### config.mk
export PLATFORM = sky130hd
export DESIGN_NAME = mcp_rx_packet_arbiter_flat
export DESIGN_NICKNAME = d
export VERILOG_FILES = /design/src/rtl/mcp_rx_packet_arbiter_pkg.sv /design/src/rtl/mcp_rx_packet_arbiter_if.sv /design/src/rtl/mcp_rx_packet_arbiter_sync_fifo.sv /design/src/rtl/mcp_rx_packet_arbiter.sv /design/src/flat_wrapper.sv
export SDC_FILE = /design/constraint.sdc
export NUM_CORES = 1
export LEC_CHECK = 0
export BUFFER_PORTS_ARGS = -buffer_cell sky130_fd_sc_hd__buf_4
export CORE_UTILIZATION = 40
export CTS_CLUSTER_DIAMETER = 50
export CTS_CLUSTER_SIZE = 25
export DETAILED_ROUTE_END_ITERATION = 6
export PLACE_DENSITY = 0.57
export SETUP_SLACK_MARGIN = 0.05
export SLEW_MARGIN = 20
export SYNTH_ARGS = -nofsm -noshare
export SYNTH_HDL_FRONTEND = slang
export SYNTH_HIERARCHICAL = 1
export SYNTH_SLANG_ARGS = --single-unit
### constraint.sdc
create_clock -name clk -period 7.7 [get_ports clk]
set_input_delay 0.77 -clock clk [delete_from_list [all_inputs] [get_ports clk]]
set_output_delay 0.77 -clock clk [all_outputs]
set_load 0.01 [all_outputs]
### src/rtl/mcp_rx_packet_arbiter_pkg.sv
// Shared types for the hydra receive concentrator.
//   packet_declare_e : LArPix packet type carried in bits [1:0]
//   arb_state_e      : arbiter sequencing states
//   field offsets    : chip/channel/regmap fields inside a 63-bit packet
package mcp_rx_packet_arbiter_pkg;

  typedef enum logic [1:0] {
    PKT_DATA   = 2'd0,
    PKT_TEST   = 2'd1,
    PKT_CFG_WR = 2'd2,
    PKT_CFG_RD = 2'd3
  } packet_declare_e;

  localparam int TYPE_LSB        = 0;
  localparam int TYPE_W          = 2;
  localparam int CHIP_ID_LSB     = 2;
  localparam int CHIP_ID_W       = 8;
  localparam int CHANNEL_ID_LSB  = 10;
  localparam int CHANNEL_ID_W    = 6;
  localparam int REGMAP_ADDR_LSB = 10;
  localparam int REGMAP_ADDR_W   = 8;
  localparam int REGMAP_DATA_LSB = 18;
  localparam int REGMAP_DATA_W   = 8;

  typedef enum logic [1:0] {
    ST_IDLE,
    ST_UNLOAD,
    ST_CAPTURE,
    ST_PUSH
  } arb_state_e;

  function automatic packet_declare_e pkt_type(input logic [TYPE_W-1:0] lsbs);
    return packet_declare_e'(lsbs);
  endfunction

endpackage

### src/rtl/mcp_rx_packet_arbiter_if.sv
// Receiver-side handshake and packet output stream of the concentrator.
//   rx_empty/rx_data/parity_error/uld_rx_data : per-channel uart_rx_fpga handshake
//   pkt_valid/pkt_ready/pkt_data/pkt_ch/pkt_par_err : FWFT packet stream to the host
// master = the arbiter, slave = receivers plus packet consumer.
interface mcp_rx_packet_arbiter_if #(
  parameter int NUM_CH = 4,
  parameter int WIDTH  = 64
);
  logic [NUM_CH-1:0]           rx_empty;
  logic [NUM_CH*(WIDTH-1)-1:0] rx_data;
  logic [NUM_CH-1:0]           parity_error;
  logic [NUM_CH-1:0]           uld_rx_data;
  logic                        pkt_valid;
  logic                        pkt_ready;
  logic [WIDTH-2:0]            pkt_data;
  logic [$clog2(NUM_CH):0]     pkt_ch;
  logic                        pkt_par_err;

  modport master (
    input  rx_empty, rx_data, parity_error, pkt_ready,
    output uld_rx_data, pkt_valid, pkt_data, pkt_ch, pkt_par_err
  );

  modport slave (
    output rx_empty, rx_data, parity_error, pkt_ready,
    input  uld_rx_data, pkt_valid, pkt_data, pkt_ch, pkt_par_err
  );
endinterface

### src/rtl/mcp_rx_packet_arbiter_sync_fifo.sv
// Generic first-word-fall-through synchronous FIFO.
//   clk, reset_n : clock, synchronous active-low reset
//   wr_en/wr_data: write (ignored when full)
//   rd_en        : pop the head (ignored when empty)
//   rd_data      : head entry, zero while empty
//   valid/full   : non-empty / full flags
//   level        : occupancy 0..DEPTH
module mcp_rx_packet_arbiter_sync_fifo #(
  parameter int WIDTH = 8,
  parameter int DEPTH = 16
) (
  input  logic                     clk,
  input  logic                     reset_n,
  input  logic                     wr_en,
  input  logic [WIDTH-1:0]         wr_data,
  input  logic                     rd_en,
  output logic [WIDTH-1:0]         rd_data,
  output logic                     valid,
  output logic                     full,
  output logic [$clog2(DEPTH):0]   level
);
  localparam int AW = $clog2(DEPTH);
  localparam int LW = AW + 1;

  logic [WIDTH-1:0] mem [DEPTH];
  logic [AW-1:0]    wr_ptr, rd_ptr;
  logic             push, pop;

  assign valid = (level != '0);
  assign full  = (level == LW'(DEPTH));
  assign push  = wr_en && !full;
  assign pop   = rd_en && valid;
  // Zero head while empty so the output is defined straight out of reset.
  assign rd_data = valid ? mem[rd_ptr] : '0;

  always_ff @(posedge clk) begin
    if (!reset_n) begin
      wr_ptr <= '0;
      rd_ptr <= '0;
      level  <= '0;
    end else begin
      if (push) wr_ptr <= wr_ptr + 1'b1;
      if (pop)  rd_ptr <= rd_ptr + 1'b1;
      case ({push, pop})
        2'b10:   level <= level + 1'b1;
        2'b01:   level <= level - 1'b1;
        default: level <= level;
      endcase
    end
  end

  always_ff @(posedge clk) begin
    if (push) mem[wr_ptr] <= wr_data;
  end
endmodule

### src/rtl/mcp_rx_packet_arbiter.sv
// Round-robin receive concentrator for hydra LArPix readout.
//   clk, reset_n : core clock, synchronous active-low reset
//   bus          : receiver handshake + FWFT packet stream (master side)
//   type_mask    : bit k accepts packet type k
//   drop_bad_par : discard packets flagged with a parity error
//   cnt_clr      : clear all statistics counters
//   fifo_level   : output FIFO occupancy
//   type_cnt     : accepted packets per type (type0 in LSBs), saturating
//   par_err_cnt  : packets seen with parity error, saturating
//   drop_cnt     : packets discarded, saturating
//
// state      | meaning
// ST_IDLE    | wait for a requester and FIFO room, pick round-robin grant
// ST_UNLOAD  | uld_rx_data strobe to the granted receiver
// ST_CAPTURE | receiver output settles; latch data and parity at exit edge
// ST_PUSH    | classify, write FIFO or drop, update counters, advance rr
module mcp_rx_packet_arbiter
  import mcp_rx_packet_arbiter_pkg::*;
#(
  parameter int NUM_CH     = 4,
  parameter int WIDTH      = 64,
  parameter int FIFO_DEPTH = 16,
  parameter int CNT_WIDTH  = 16
) (
  input  logic                          clk,
  input  logic                          reset_n,
  mcp_rx_packet_arbiter_if.master       bus,
  input  logic [3:0]                    type_mask,
  input  logic                          drop_bad_par,
  input  logic                          cnt_clr,
  output logic [$clog2(FIFO_DEPTH):0]   fifo_level,
  output logic [4*CNT_WIDTH-1:0]        type_cnt,
  output logic [CNT_WIDTH-1:0]          par_err_cnt,
  output logic [CNT_WIDTH-1:0]          drop_cnt
);
  localparam int PW  = WIDTH - 1;
  localparam int CHW = $clog2(NUM_CH) + 1;
  localparam int EW  = CHW + 1 + PW;

  arb_state_e       state;
  logic [CHW-1:0]   rr_ptr, grant, pick, pick_hi, pick_lo;
  logic             hi_found, lo_found, req_any;
  logic [NUM_CH-1:0] uld;
  logic [PW-1:0]    sel_data, cap_data;
  logic             sel_par, cap_par;
  packet_declare_e  cap_type;
  logic             accept, push;
  logic             fifo_full, fifo_valid;
  logic [EW-1:0]    fifo_dout;
  logic [CNT_WIDTH-1:0] type_cnt_r [4];

  // Round robin: lowest requester at/after rr_ptr wins, else lowest below it.
  always_comb begin
    pick_hi  = '0;
    pick_lo  = '0;
    hi_found = 1'b0;
    lo_found = 1'b0;
    for (int i = NUM_CH - 1; i >= 0; i--) begin
      if (!bus.rx_empty[i]) begin
        if (CHW'(i) >= rr_ptr) begin
          hi_found = 1'b1;
          pick_hi  = CHW'(i);
        end else begin
          lo_found = 1'b1;
          pick_lo  = CHW'(i);
        end
      end
    end
    req_any = hi_found || lo_found;
    pick    = hi_found ? pick_hi : pick_lo;
  end

  always_comb begin
    sel_data = '0;
    sel_par  = 1'b0;
    for (int i = 0; i < NUM_CH; i++) begin
      if (grant == CHW'(i)) begin
        sel_data = bus.rx_data[i*PW +: PW];
        sel_par  = bus.parity_error[i];
      end
    end
  end

  assign cap_type = pkt_type(cap_data[TYPE_LSB +: TYPE_W]);
  assign accept   = type_mask[cap_type] && !(drop_bad_par && cap_par);
  assign push     = (state == ST_PUSH) && accept;

  always_ff @(posedge clk) begin
    if (!reset_n) begin
      state    <= ST_IDLE;
      rr_ptr   <= '0;
      grant    <= '0;
      uld      <= '0;
      cap_data <= '0;
      cap_par  <= 1'b0;
    end else begin
      case (state)
        ST_IDLE: begin
          // Full check here is the only write guard: one packet in flight at most.
          if (req_any && !fifo_full) begin
            grant <= pick;
            uld   <= NUM_CH'(1) << pick;
            state <= ST_UNLOAD;
          end
        end
        ST_UNLOAD: begin
          uld   <= '0;
          state <= ST_CAPTURE;
        end
        ST_CAPTURE: begin
          cap_data <= sel_data;
          cap_par  <= sel_par;
          state    <= ST_PUSH;
        end
        ST_PUSH: begin
          rr_ptr <= (grant == CHW'(NUM_CH - 1)) ? '0 : grant + 1'b1;
          state  <= ST_IDLE;
        end
        default: state <= ST_IDLE;
      endcase
    end
  end

  // Saturating statistics; clear wins over a same-cycle increment.
  always_ff @(posedge clk) begin
    if (!reset_n || cnt_clr) begin
      for (int i = 0; i < 4; i++) type_cnt_r[i] <= '0;
      par_err_cnt <= '0;
      drop_cnt    <= '0;
    end else if (state == ST_PUSH) begin
      if (accept && type_cnt_r[cap_type] != '1)
        type_cnt_r[cap_type] <= type_cnt_r[cap_type] + 1'b1;
      if (!accept && drop_cnt != '1)
        drop_cnt <= drop_cnt + 1'b1;
      if (cap_par && par_err_cnt != '1)
        par_err_cnt <= par_err_cnt + 1'b1;
    end
  end

  always_comb begin
    type_cnt = '0;
    for (int i = 0; i < 4; i++) type_cnt[i*CNT_WIDTH +: CNT_WIDTH] = type_cnt_r[i];
  end

  mcp_rx_packet_arbiter_sync_fifo #(
    .WIDTH (EW),
    .DEPTH (FIFO_DEPTH)
  ) u_fifo (
    .clk     (clk),
    .reset_n (reset_n),
    .wr_en   (push),
    .wr_data ({grant, cap_par, cap_data}),
    .rd_en   (bus.pkt_ready),
    .rd_data (fifo_dout),
    .valid   (fifo_valid),
    .full    (fifo_full),
    .level   (fifo_level)
  );

  assign bus.uld_rx_data = uld;
  assign bus.pkt_valid   = fifo_valid;
  assign {bus.pkt_ch, bus.pkt_par_err, bus.pkt_data} = fifo_dout;
endmodule

### src/flat_wrapper.sv
// flat-port wrapper written by rule: the top's interface ports become plain ports
module mcp_rx_packet_arbiter_flat import mcp_rx_packet_arbiter_pkg::*;
#(
  parameter int NUM_CH     = 4,
  parameter int WIDTH      = 64,
  parameter int FIFO_DEPTH = 16,
  parameter int CNT_WIDTH  = 16
)
  (clk, reset_n, type_mask, drop_bad_par, cnt_clr, fifo_level, type_cnt, par_err_cnt, drop_cnt, bus_rx_empty, bus_rx_data, bus_parity_error, bus_pkt_ready, bus_uld_rx_data, bus_pkt_valid, bus_pkt_data, bus_pkt_ch, bus_pkt_par_err);
  mcp_rx_packet_arbiter_if #(.NUM_CH(NUM_CH), .WIDTH(WIDTH)) bus_i ();
  input  logic clk;
  input  logic reset_n;
  input  logic [3:0] type_mask;
  input  logic drop_bad_par;
  input  logic cnt_clr;
  output logic [$clog2(FIFO_DEPTH):0] fifo_level;
  output logic [4*CNT_WIDTH-1:0] type_cnt;
  output logic [CNT_WIDTH-1:0] par_err_cnt;
  output logic [CNT_WIDTH-1:0] drop_cnt;
  input wire logic [$bits(bus_i.rx_empty)-1:0] bus_rx_empty;
  input wire logic [$bits(bus_i.rx_data)-1:0] bus_rx_data;
  input wire logic [$bits(bus_i.parity_error)-1:0] bus_parity_error;
  input wire logic [$bits(bus_i.pkt_ready)-1:0] bus_pkt_ready;
  output wire logic [$bits(bus_i.uld_rx_data)-1:0] bus_uld_rx_data;
  output wire logic [$bits(bus_i.pkt_valid)-1:0] bus_pkt_valid;
  output wire logic [$bits(bus_i.pkt_data)-1:0] bus_pkt_data;
  output wire logic [$bits(bus_i.pkt_ch)-1:0] bus_pkt_ch;
  output wire logic [$bits(bus_i.pkt_par_err)-1:0] bus_pkt_par_err;
  assign bus_i.rx_empty = bus_rx_empty;
  assign bus_i.rx_data = bus_rx_data;
  assign bus_i.parity_error = bus_parity_error;
  assign bus_i.pkt_ready = bus_pkt_ready;
  assign bus_uld_rx_data = bus_i.uld_rx_data;
  assign bus_pkt_valid = bus_i.pkt_valid;
  assign bus_pkt_data = bus_i.pkt_data;
  assign bus_pkt_ch = bus_i.pkt_ch;
  assign bus_pkt_par_err = bus_i.pkt_par_err;
  mcp_rx_packet_arbiter #(.NUM_CH(NUM_CH), .WIDTH(WIDTH), .FIFO_DEPTH(FIFO_DEPTH), .CNT_WIDTH(CNT_WIDTH)) u_core (.clk(clk), .reset_n(reset_n), .bus(bus_i), .type_mask(type_mask), .drop_bad_par(drop_bad_par), .cnt_clr(cnt_clr), .fifo_level(fifo_level), .type_cnt(type_cnt), .par_err_cnt(par_err_cnt), .drop_cnt(drop_cnt));
endmodule
**After elaboration in Yosys (flattened, before gate mapping)**

Memory sizes are Yosys's and may differ from the RTL's. A register that Yosys moved wholly into a read port is not among the register bits.
Cells that the tools add are included.

- Add/sub/neg operators: 8
- Order comparisons: 5
- Eq/ne operators: 13
- Shifts and indexed selects: 1
- Multiplexer cells: 65
- Reductions and logical operators: 25

Operator list:

| cell | count |
|---|---|
| 2-to-1 mux 63 bit | 4 |
| 2-to-1 mux 67 bit | 1 |
| adder 16 x 1 -> 16 bit, second input constant | 3 |
| 2-to-1 mux 3 bit | 16 |
| != test 16 bit, second input constant | 3 |
| 2-to-1 mux 1 bit | 30 |
| 2-to-1 mux 16 bit | 1 |
| OR reduction 16 bit | 1 |
| 2-to-1 mux 2 bit | 6 |
| 2-to-1 mux 4 bit | 3 |
| one-hot mux 5 bit (2 select lines) | 1 |
| logical AND 1 bit | 9 |
| adder 4 x 1 -> 4 bit, second input constant | 2 |
| one-hot mux 2 bit (4 select lines) | 1 |
| one-hot mux 4 bit (2 select lines) | 1 |
| AND reduction 2 bit | 4 |
| == test 2 bit, second input constant | 3 |
| == test 3 x 2 -> 1 bit, second input constant | 2 |
| greater-or-equal comparator 1 x 3 -> 1 bit, first input constant | 2 |
| greater-or-equal comparator 2 x 3 -> 1 bit, first input constant | 2 |
| adder 5 x 1 -> 5 bit, second input constant | 1 |
| == test 5 bit, second input constant | 1 |
| nonzero test 5 bit | 1 |
| subtractor 5 x 1 -> 5 bit, second input constant | 1 |
| other kinds (12) | 18 |

- Register bits: 121
- Memory bits (writable): 1136
- Output and inout port bits: 173
- Memories: 2

Memories:

| name | depth | bits a word | rd ports | clocked after memory_dff | wr ports | line | source |
|---|---|---|---|---|---|---|---|
| u_core.u_fifo.mem | 16 | 67 | 1 | 1 | 1 | mcp_rx_packet_arbiter_sync_fifo.sv:25 | `logic [WIDTH-1:0] mem [DEPTH];` |
| u_core.type_cnt_r | 4 | 16 | 5 | 1 | 4 | mcp_rx_packet_arbiter.sv:50 | `logic [CNT_WIDTH-1:0] type_cnt_r [4];` |

**Longest topological paths before layout**

Gate-level depths: netlist of the first run.

- Depth after elaboration: 13
- Mapped depth: 15
- Depth with buffers taken out: 13

**Cells and area by module**

Netlist of the first run, hierarchy kept.

Modules (own cells, without submodules):

| module | instances | cells each | area each (um2) |
|---|---|---|---|
| mcp_rx_packet_arbiter_sync_fifo | 1 | 1680 | 41677.5 |
| mcp_rx_packet_arbiter | 1 | 1054 | 9704.3 |

**Worst setup path after synthesis of the first run**

Ideal clock, no wire load.

- Kind: register to register
- Start point: register u_core.cap_data[0]
- End point: memory u_core/u_fifo/mem[3][0] in the netlist's numbering, enable pin
- Library setup time: 0.574 ns
- Arrival: 6.588 ns
- Required time: 7.126 ns
- Slack: 0.538 ns
- Cell stages (with the launch flop): 8
- Buffers on the path: 1
- Clock period less this slack: 7.162 ns
- Cells stage by stage: dfxtp_1 > clkbuf_1 > mux4_2 > nand3_1 > inv_1 > a21boi_1 > nand2_1 > nor3_1

- Word-level cells in the longest chain between the ends: 7

RTL lines:

| item | line | source |
|---|---|---|
| start, declared | mcp_rx_packet_arbiter.sv:44 | `logic [PW-1:0] sel_data, cap_data;` |
| start signal, assigned | mcp_rx_packet_arbiter.sv:111 | `cap_data <= sel_data;` |
| binary-select mux 1 bit (select 2 bit) | mcp_rx_packet_arbiter.sv:85 | `assign accept = type_mask[cap_type] && !(drop_bad_par && cap_par);` |
| 2-to-1 mux 1 bit (not written as such) | mcp_rx_packet_arbiter.sv:85 |  |
| logical AND 1 bit | mcp_rx_packet_arbiter.sv:85 |  |
| logical AND 1 bit | mcp_rx_packet_arbiter.sv:86 | `assign push = (state == ST_PUSH) && accept;` |
| via u_core.push | mcp_rx_packet_arbiter.sv:47 | `logic accept, push;` |
| logical AND 1 bit | mcp_rx_packet_arbiter_sync_fifo.sv:31 | `assign push = wr_en && !full;` |
| 2-to-1 mux 1 bit | mcp_rx_packet_arbiter_sync_fifo.sv:53 | `if (push) mem[wr_ptr] <= wr_data;` |
| 2-to-1 mux 1 bit (not written as such) | mcp_rx_packet_arbiter_sync_fifo.sv:53 |  |
| end, declared | mcp_rx_packet_arbiter_sync_fifo.sv:25 |  |

The timed path passes the listed nets, and every way through them passes these cells. The select of a mux whose other input is x is not followed.

**Final worst setup path of the first run**

- Start point: register u_core.cap_data[0]
- End point: memory u_core/u_fifo/mem[14][54] in the netlist's numbering, enable pin

Same word-level chain as after synthesis.

==> reports/metrics.yaml, run 1 <==
synthSimpleGateAreaFrac_pct: 5.28
slew_viol_final: 0
rsz0062_at_grt: "false"
syn-cell-area_um2: 51400
fin_skew_ns: 0.0451
synth.area.top_cells: "edfxtp_1 66%, mux4_2 15%, dfxtp_1 4.9%"
syn_inst: 2734
first_global_vias: 29200
post_drt_via_cell_ratio: 5.63
critPathMaxFanout: 41
cts_buffers: 118
hold_violations: 0
die_x_um: 360
die_h_um: 360
grt_pass1_wl_um: 193000
synth_most_common_cell: "edfxtp_1"
track_usage_pct: 20.0
first_pass_iters: 5
synth_xor_area_share_pct: 0.801
synth_edf_count: 1136
final_layout_size_suffix_gt1_share_pct: 33.0
post-cts-setup-buffer-count: 0
crit_chain: "mux4_2, nand3_1, inv_1, a21boi_1, nand2_1, nor2_4, buf_4"
dp_slack_ns: 2.60
holdWs_ns: 0.391
synth.distinct_cells: 61
path_class: "flip-flop to flip-flop"
endpoint_kind: "flip-flop"
synth_common_cells: "1,136 x edfxtp_1, 338 x mux4_2, 156 x nand2_1, 138 x a21oi_1, 125 x dfxtp_1"
cp_slowest_stage_delay_ns: 0.91
status: "complete, no violations"
synth_top_area_share_pct: 66.4
slowest_stage: "dfxtp_1"
cts_tree: "done"
finalWirelength_um: 130000
fin_setup_tns_ns: 0
drtIter0Drc: 2449
setup_viol_count_final: 0
io_buffers: 441
synth_fa_ha_area_share_pct: 0.463
ys_seq_area_share_pct: 71.3
nNetsFinal: 3472
dpl.hpwl_um: 78100
fin_crit_ns: 4.92
cts_resized: 0
total_power_mw: 17.6
p_per_area_nw_per_um2: 290
reg2reg_slack_ns: 2.78
start_util_pct: 40.3
drtAntennaViolNets: 0
insertion_delay_ns: 0.72
critPathLaunchType: "flip-flop"
crit_arrival_ns: 5.26
max_freq_mhz: 203
synth_top_family_by_area: "multiplexers"
cp_num_buf_inv: 2
ctsHoldBuffers: 0
vias: 27900
die_area_um2: 130000
critPathTopFamily: "simple AND/OR/NAND/NOR gates"
htreeDepth: 3
power.leakage_nw: 20.2
ys_ff_latch: 1261
drc: 0
area_delta_synth_final_pct: 18.3
ios: 442
avgSynthCellArea_um2: 18.8
synth_compound_area_share_pct: 4.57
grt_max_degree: 147
ys.flop_type: "edfxtp_1"
place_congestion: 0.920
clk_pin_slew_ns: 0.06
muxShareOfSynthArea_pct: 15.7
relSlewSlack_pct: 23.6
avgRoutedWirePerCell_um: 26.3
worst_pin_slew_ns: 1.15
cp.required_ns: 8.03
period_share_pct: 63.9
fin_ws_ns: 2.78
ir_worst_vdd_uv: 184
antenna_found_initial: 1
core_um2: 128000
rows: 131
fillers: 10600
max-cap-violations: 0
clk_path_buf_depth: 3
cts.sinks: 1261
hold_class: "input port to flip-flop"
root_buffer: "clkbuf_16"
yosysWarningCount: 6
yosysTopAreaCell: "edfxtp_1"
overflow: 0
async_reset_ff_share_pct: 0
## per-stage QoR
step,util [%],instances,instance area (µm²)
floorplan,-,2749,51400
global placement,44.3,4723,56500
detailed placement,44.3,4723,56500
CTS,47.6,4945,60700
global route,47.6,4948,60800
finish,47.6,4951,60800
## where the power goes
group          leakage [nW]  switching [mW]  internal (mW)
registers              11.6           0.689           8.23
logic                  6.65            1.39           1.21
clock network          1.99            2.76           3.35
total                  20.2            4.84           12.8
## cell type report
type,count,area (µm²),share of cell area [%]
timing repair buffer,493,3790,6.25
clock inverter,94,1140,1.88
multi-input combinational,1298,14000,23.1
inverter,12,45.0,0.0741
sequential,1261,36600,60.3
antenna,3,7.51,0.0124
tap,1662,2080,3.42
clock buffer,128,3010,4.95
## routing by layer
layer / GRT usage, % / up-vias / part of all wire (%)
met5: 0 / - / 0
met4: 5.34 / 0 / 2.4
met3: 3.71 / 184 / 7.0
met2: 32.7 / 1024 / 48
met1: 27.5 / 14600 / 42
li1: - / 12000 / -
## final timing paths
kind,startpoint,end,cells past startpoint
worst min-delay path,reset_n,u_core/state[0],2
worst max register to register,u_core/cap_data[0],u_core/u_fifo/mem[14][54],7
worst max-delay path,u_core/cap_data[0],u_core/u_fifo/mem[14][54],7
worst min register to register,u_core/bus.uld_rx_data[0],u_core/bus.uld_rx_data[0],2
## logic make-up (layout without fill, tap and decap cells)
group                    after synthesis  after routing
AND/OR/NAND/NOR                      523            523
flip-flops                          1261           1261
buffers and inverters                190            727
other                                  1             19
multiplexers                         364            364
XOR/XNOR                              47             47
AO/OA/AOI/OAI                        329            329
adder cells (fa/ha/maj)               19             19
## cells in the final DEF (no fill, tap or decap), types with 7 or more instances in the layout
master and instances:
nand3b_1 63, nor2b_1 14, nor2_1 93, edfxtp_1 1136, o211ai_1 70, inv_6 17
ha_1 14, clkbuf_16 118, nand2b_1 11, a21boi_0 9, clkbuf_1 8, and2_1 81
o21ai_0 9, bufinv_16 12, mux2i_1 11, and3_1 18, nand2_1 156, nor3_1 9
dfxtp_1 121, o211a_1 65, inv_1 12, clkinv_8 9, xor2_1 29, clkinvlp_4 15
clkinv_2 8, inv_8 15, xnor2_1 18, o2111ai_1 7, a21oi_1 138, buf_4 486
or3_1 7, nand3_1 15, nand4_1 18, mux4_2 338, nor2_4 12, clkinv_4 13
mux4_1 13, conb_1 16
## registers in the layout (all words and copies together), names as in the netlist, named ones only
register / cells
u_core/u_fifo/mem: 1072
u_core/type_cnt_r: 64
u_core/cap_data: 63
u_core/drop_cnt: 16
u_core/par_err_cnt: 16
u_core/u_fifo/level: 5
u_core/bus.uld_rx_data: 4
u_core/u_fifo/rd_ptr: 4
u_core/u_fifo/wr_ptr: 4
u_core/grant: 2
u_core/rr_ptr: 2
u_core/state: 2
u_core/cap_par: 1
## worst register-to-register path, delay by kind of cell (launching register included)
kind	cells	cell delay (ns)
and+or+nand+nor	3	1.48
buffers and inverters	2	0.99
DFF	1	0.91
AOI/OAI and AO/OA	1	0.70
muxes	1	0.44
No activity file was read; power rests on OpenSTA's default activity.
==> inputs of run 2 (changes only) <==
ABC_AREA = 1   (was not set)
clock period = 4.5 ns   (was 7.7 ns; I/O delays follow)
==> run 2 against run 1 <==
  * Clock power rose by 82%
  * Sequential power rose by 73%
  * Sequential cell count did not move
  * Combinational power rose to 3.7 times the previous value
  * Die area rose by 0.54%
  * Utilization rose by 0.69 points
  * Count of clock-buffer cells in the layout rose by 19
  * Register-to-register slack got worse by 1.8 ns
  * Final cell count rose by 30%
  * Via count rose by 31%
  * Area after synthesis rose by 0.55%
==> reports/metrics.yaml, run 2 <==
die_x_um: 361  # +0.27%
whs_endpoint: "u_core/bus.uld_rx_data[1]"
reg2reg_slack_ns: 0.96  # -1.82 ns
start_util_pct: 40.4  # +0.12 points
root_buffer: "clkbuf_16"
worst_pin_slew_ns: 0.979  # -0.167 ns
ios: 442  # unchanged
reg2reg_depth: 15  # +8
clk_path_buf_depth: 3  # unchanged
antenna_found_initial: 5  # +4
ys_ff_latch: 1261  # unchanged
avgSynthCellArea_um2: 12.1  # -36%
fillers: 11400  # +6.8%
critical_path.most_common_cell: "buf_4"
ctsHoldBuffers: 59  # +59
endpoint_kind: "output pin"
cts.sinks: 1261  # unchanged
die_area_um2: 131000  # +0.54%
yosysTopAreaCell: "edfxtp_1"
async_reset_ff_share_pct: 0  # unchanged
ys_seq_area_share_pct: 70.9  # -0.39 points
syn_inst: 4263  # +56%
synth_most_common_cell: "edfxtp_1"
place_congestion: 0.870  # -5.4%
max-cap-violations: 0  # unchanged
drc: 0  # unchanged
rsz0062_at_grt: "false"
grt_pass1_wl_um: 223000  # +16%
io_buffers: 441  # unchanged
setup_viol_count_final: 0  # unchanged
first_pass_iters: 5  # unchanged
clk_pin_slew_ns: 0.06  # about the same
hold_violations: 0  # unchanged
syn-cell-area_um2: 51700  # +0.55%
critPathLaunchType: "flip-flop"
die_h_um: 361  # +0.27%
placed_cell_area_um2: 56700  # +0.38%
cts_tree: "done"
power.leakage_nw: 21.1  # +4.0%
drtIter0Drc: 3712  # +52%
synth_top_area_share_pct: 66.0  # -0.36 points
top_register: "u_core/u_fifo/mem"
synth_common_cells: "1,136 x edfxtp_1, 694 x o21ai_0, 682 x nor2_1, 407 x nand2_1, 196 x o221ai_1"
period_share_pct: 89.0
layout_common_cells: "1,136 x edfxtp_1, 694 x o21ai_0, 665 x nor2_1"
fin_crit_ns: 4.01
final_layout_size_suffix_gt1_share_pct: 16.7  # -16 points
max_freq_mhz: 250
final_cell_area_um2: 61800  # +1.7%
htreeDepth: 4  # +1
synth.distinct_cells: 42  # -31%
synth_edf_count: 1136  # unchanged
fin_skew_ns: 0.0456  # +0.000563 ns
cp_slowest_stage_delay_ns: 0.57  # -0.34 ns
final_cells: 6455  # +30%
core_um2: 128000  # +0.26%
ir_worst_vdd_uv: 433  # +130%
avgRoutedWirePerCell_um: 23.3  # -12%
status: "complete, no violations"
dpl.hpwl_um: 88000  # +13%
ys.flop_type: "edfxtp_1"
min_path_cells: 3  # +1
cts_buffers: 130  # +10%
overflow: 0  # unchanged
total_power_mw: 36.1  # +100%
drtAntennaViolNets: 0  # unchanged
top_regs: "u_core/u_fifo/mem: 1072 flops, u_core/type_cnt_r: 64 flops, u_core/cap_data: 63 flops"
relSlewSlack_pct: 34.8  # +11 points
track_usage_pct: 22.6  # +2.6 points
cts_resized: 0  # unchanged
reg2reg_to: "u_core/type_cnt_r[2][3]"
cp.required_ns: 4.05  # -3.98 ns
area_delta_synth_final_pct: 19.6
insertion_delay_ns: 0.76  # +0.04 ns
hold_class: "input port to flip-flop"
p_per_area_nw_per_um2: 584  # +100%
hp-start: "reset_n"
fin_setup_tns_ns: 0  # unchanged
final_common_cell: "edfxtp_1"
yosysWarningCount: 6  # unchanged
first_global_vias: 35100  # +20%
path_class: "flip-flop to output pin"
slew_viol_final: 0  # unchanged
post-cts-setup-buffer-count: 0  # unchanged
post_drt_via_cell_ratio: 5.66  # +0.62%
critPathMaxFanout: 208  # +410%
holdWs_ns: 0.0553  # -0.336 ns
dp_cells: 6154  # +30%
grt_max_degree: 209  # +42%
crit_arrival_ns: 3.56  # -1.70 ns
finalWirelength_um: 150000  # +15%
slowest_stage: "a21oi_1"
largest_reg_flops: 1072  # unchanged
vias: 36600  # +31%
synth.area.top_cells: "edfxtp_1 66%, o21ai_0 6.7%, nor2_1 5.0%"
rows: 131  # unchanged
nNetsFinal: 4971  # +43%
crit_chain: "inv_16, buf_4, nor2_1, o221ai_1, o211ai_1, a21oi_1, buf_4"
==> run 2: cell count changes after synthesis, moves of 114 or more <==
cell	previous run	this run
mux4_2	338	0
nand3_1	15	129
nand2_1	156	407
o221ai_1	0	196
o21ai_0	12	694
nor2_1	105	682
==> run 2: worst max path at each step <==
stage,from,end,slack [ns],cells past startpoint
5_1_grt,flip-flop,bus_pkt_data[28],0.28,7
6_report,flip-flop,bus_pkt_data[27],0.49,7
2_1_floorplan,u_core/cap_data[0],u_core/u_fifo/mem[11][0],-0.43,8
4_1_cts,flip-flop,bus_pkt_data[8],0.49,7
3_3_place_gp,u_core/grant[1],flip-flop,1.04,7
3_5_place_dp,u_core/grant[1],flip-flop,1.02,7
==> run 2: metrics by stage <==
step	util (%)	setup slack, ns
2_1_floorplan	-	-0.432
3_3_place_gp	44.4	1.04
3_5_place_dp	44.4	1.02
4_1_cts	48.3	0.491
5_1_grt	48.3	0.276
6_report	48.3	0.494
==> run 2: cell families (layout without fill, tap and decap cells) <==
logic type | count (synthesis) | in the layout | share of synthesized area (%)
compound gates | 1279 | 1279 | 14.8
simple gates | 1270 | 1270 | 9.82
flops | 1261 | 1261 | 70.9
buf+inv | 408 | 921 | 3.59
xor+xnor | 25 | 25 | 0.424
fa+ha+maj | 19 | 19 | 0.460
other cells | 1 | 18 | 0.00726
==> run 2: layout make-up <==
class                      instances  area, µm²  area share, %
antenna                            2       5.00        0.00810
clock buffer                     147       3440           5.57
clock inverter                    93       1020           1.65
inverter                          97        397          0.642
multi-input combinational       2609      13400           21.7
sequential                      1261      36600           59.3
tap                             1662       2080           3.37
timing repair buffer             584       4790           7.76
==> run 2: worst max-delay path, delay by kind of cell (launching register included) <==
kind / cells / cell delay (ns)
buf+inv: 3 / 1.10
flops: 1 / 0.48
simple gates: 1 / 0.08
compound gates: 3 / 0.87
==> run 2: report_power, final <==
group	switching (mW)	total [mW]	internal [mW]
Clock	5.00	11.1	6.10
Sequential	1.31	15.4	14.1
Combinational	6.49	9.56	3.07
==> run 2: per-layer routing <==
metal / track usage (%) / vias up / wire (µm)
met5: 0 / - / 25
met1: 32.0 / 18300 / 66300
met3: 5.21 / 216 / 12200
met4: 6.29 / 4 / 3300
met2: 34.7 / 1336 / 68400
li1: - / 16700 / -
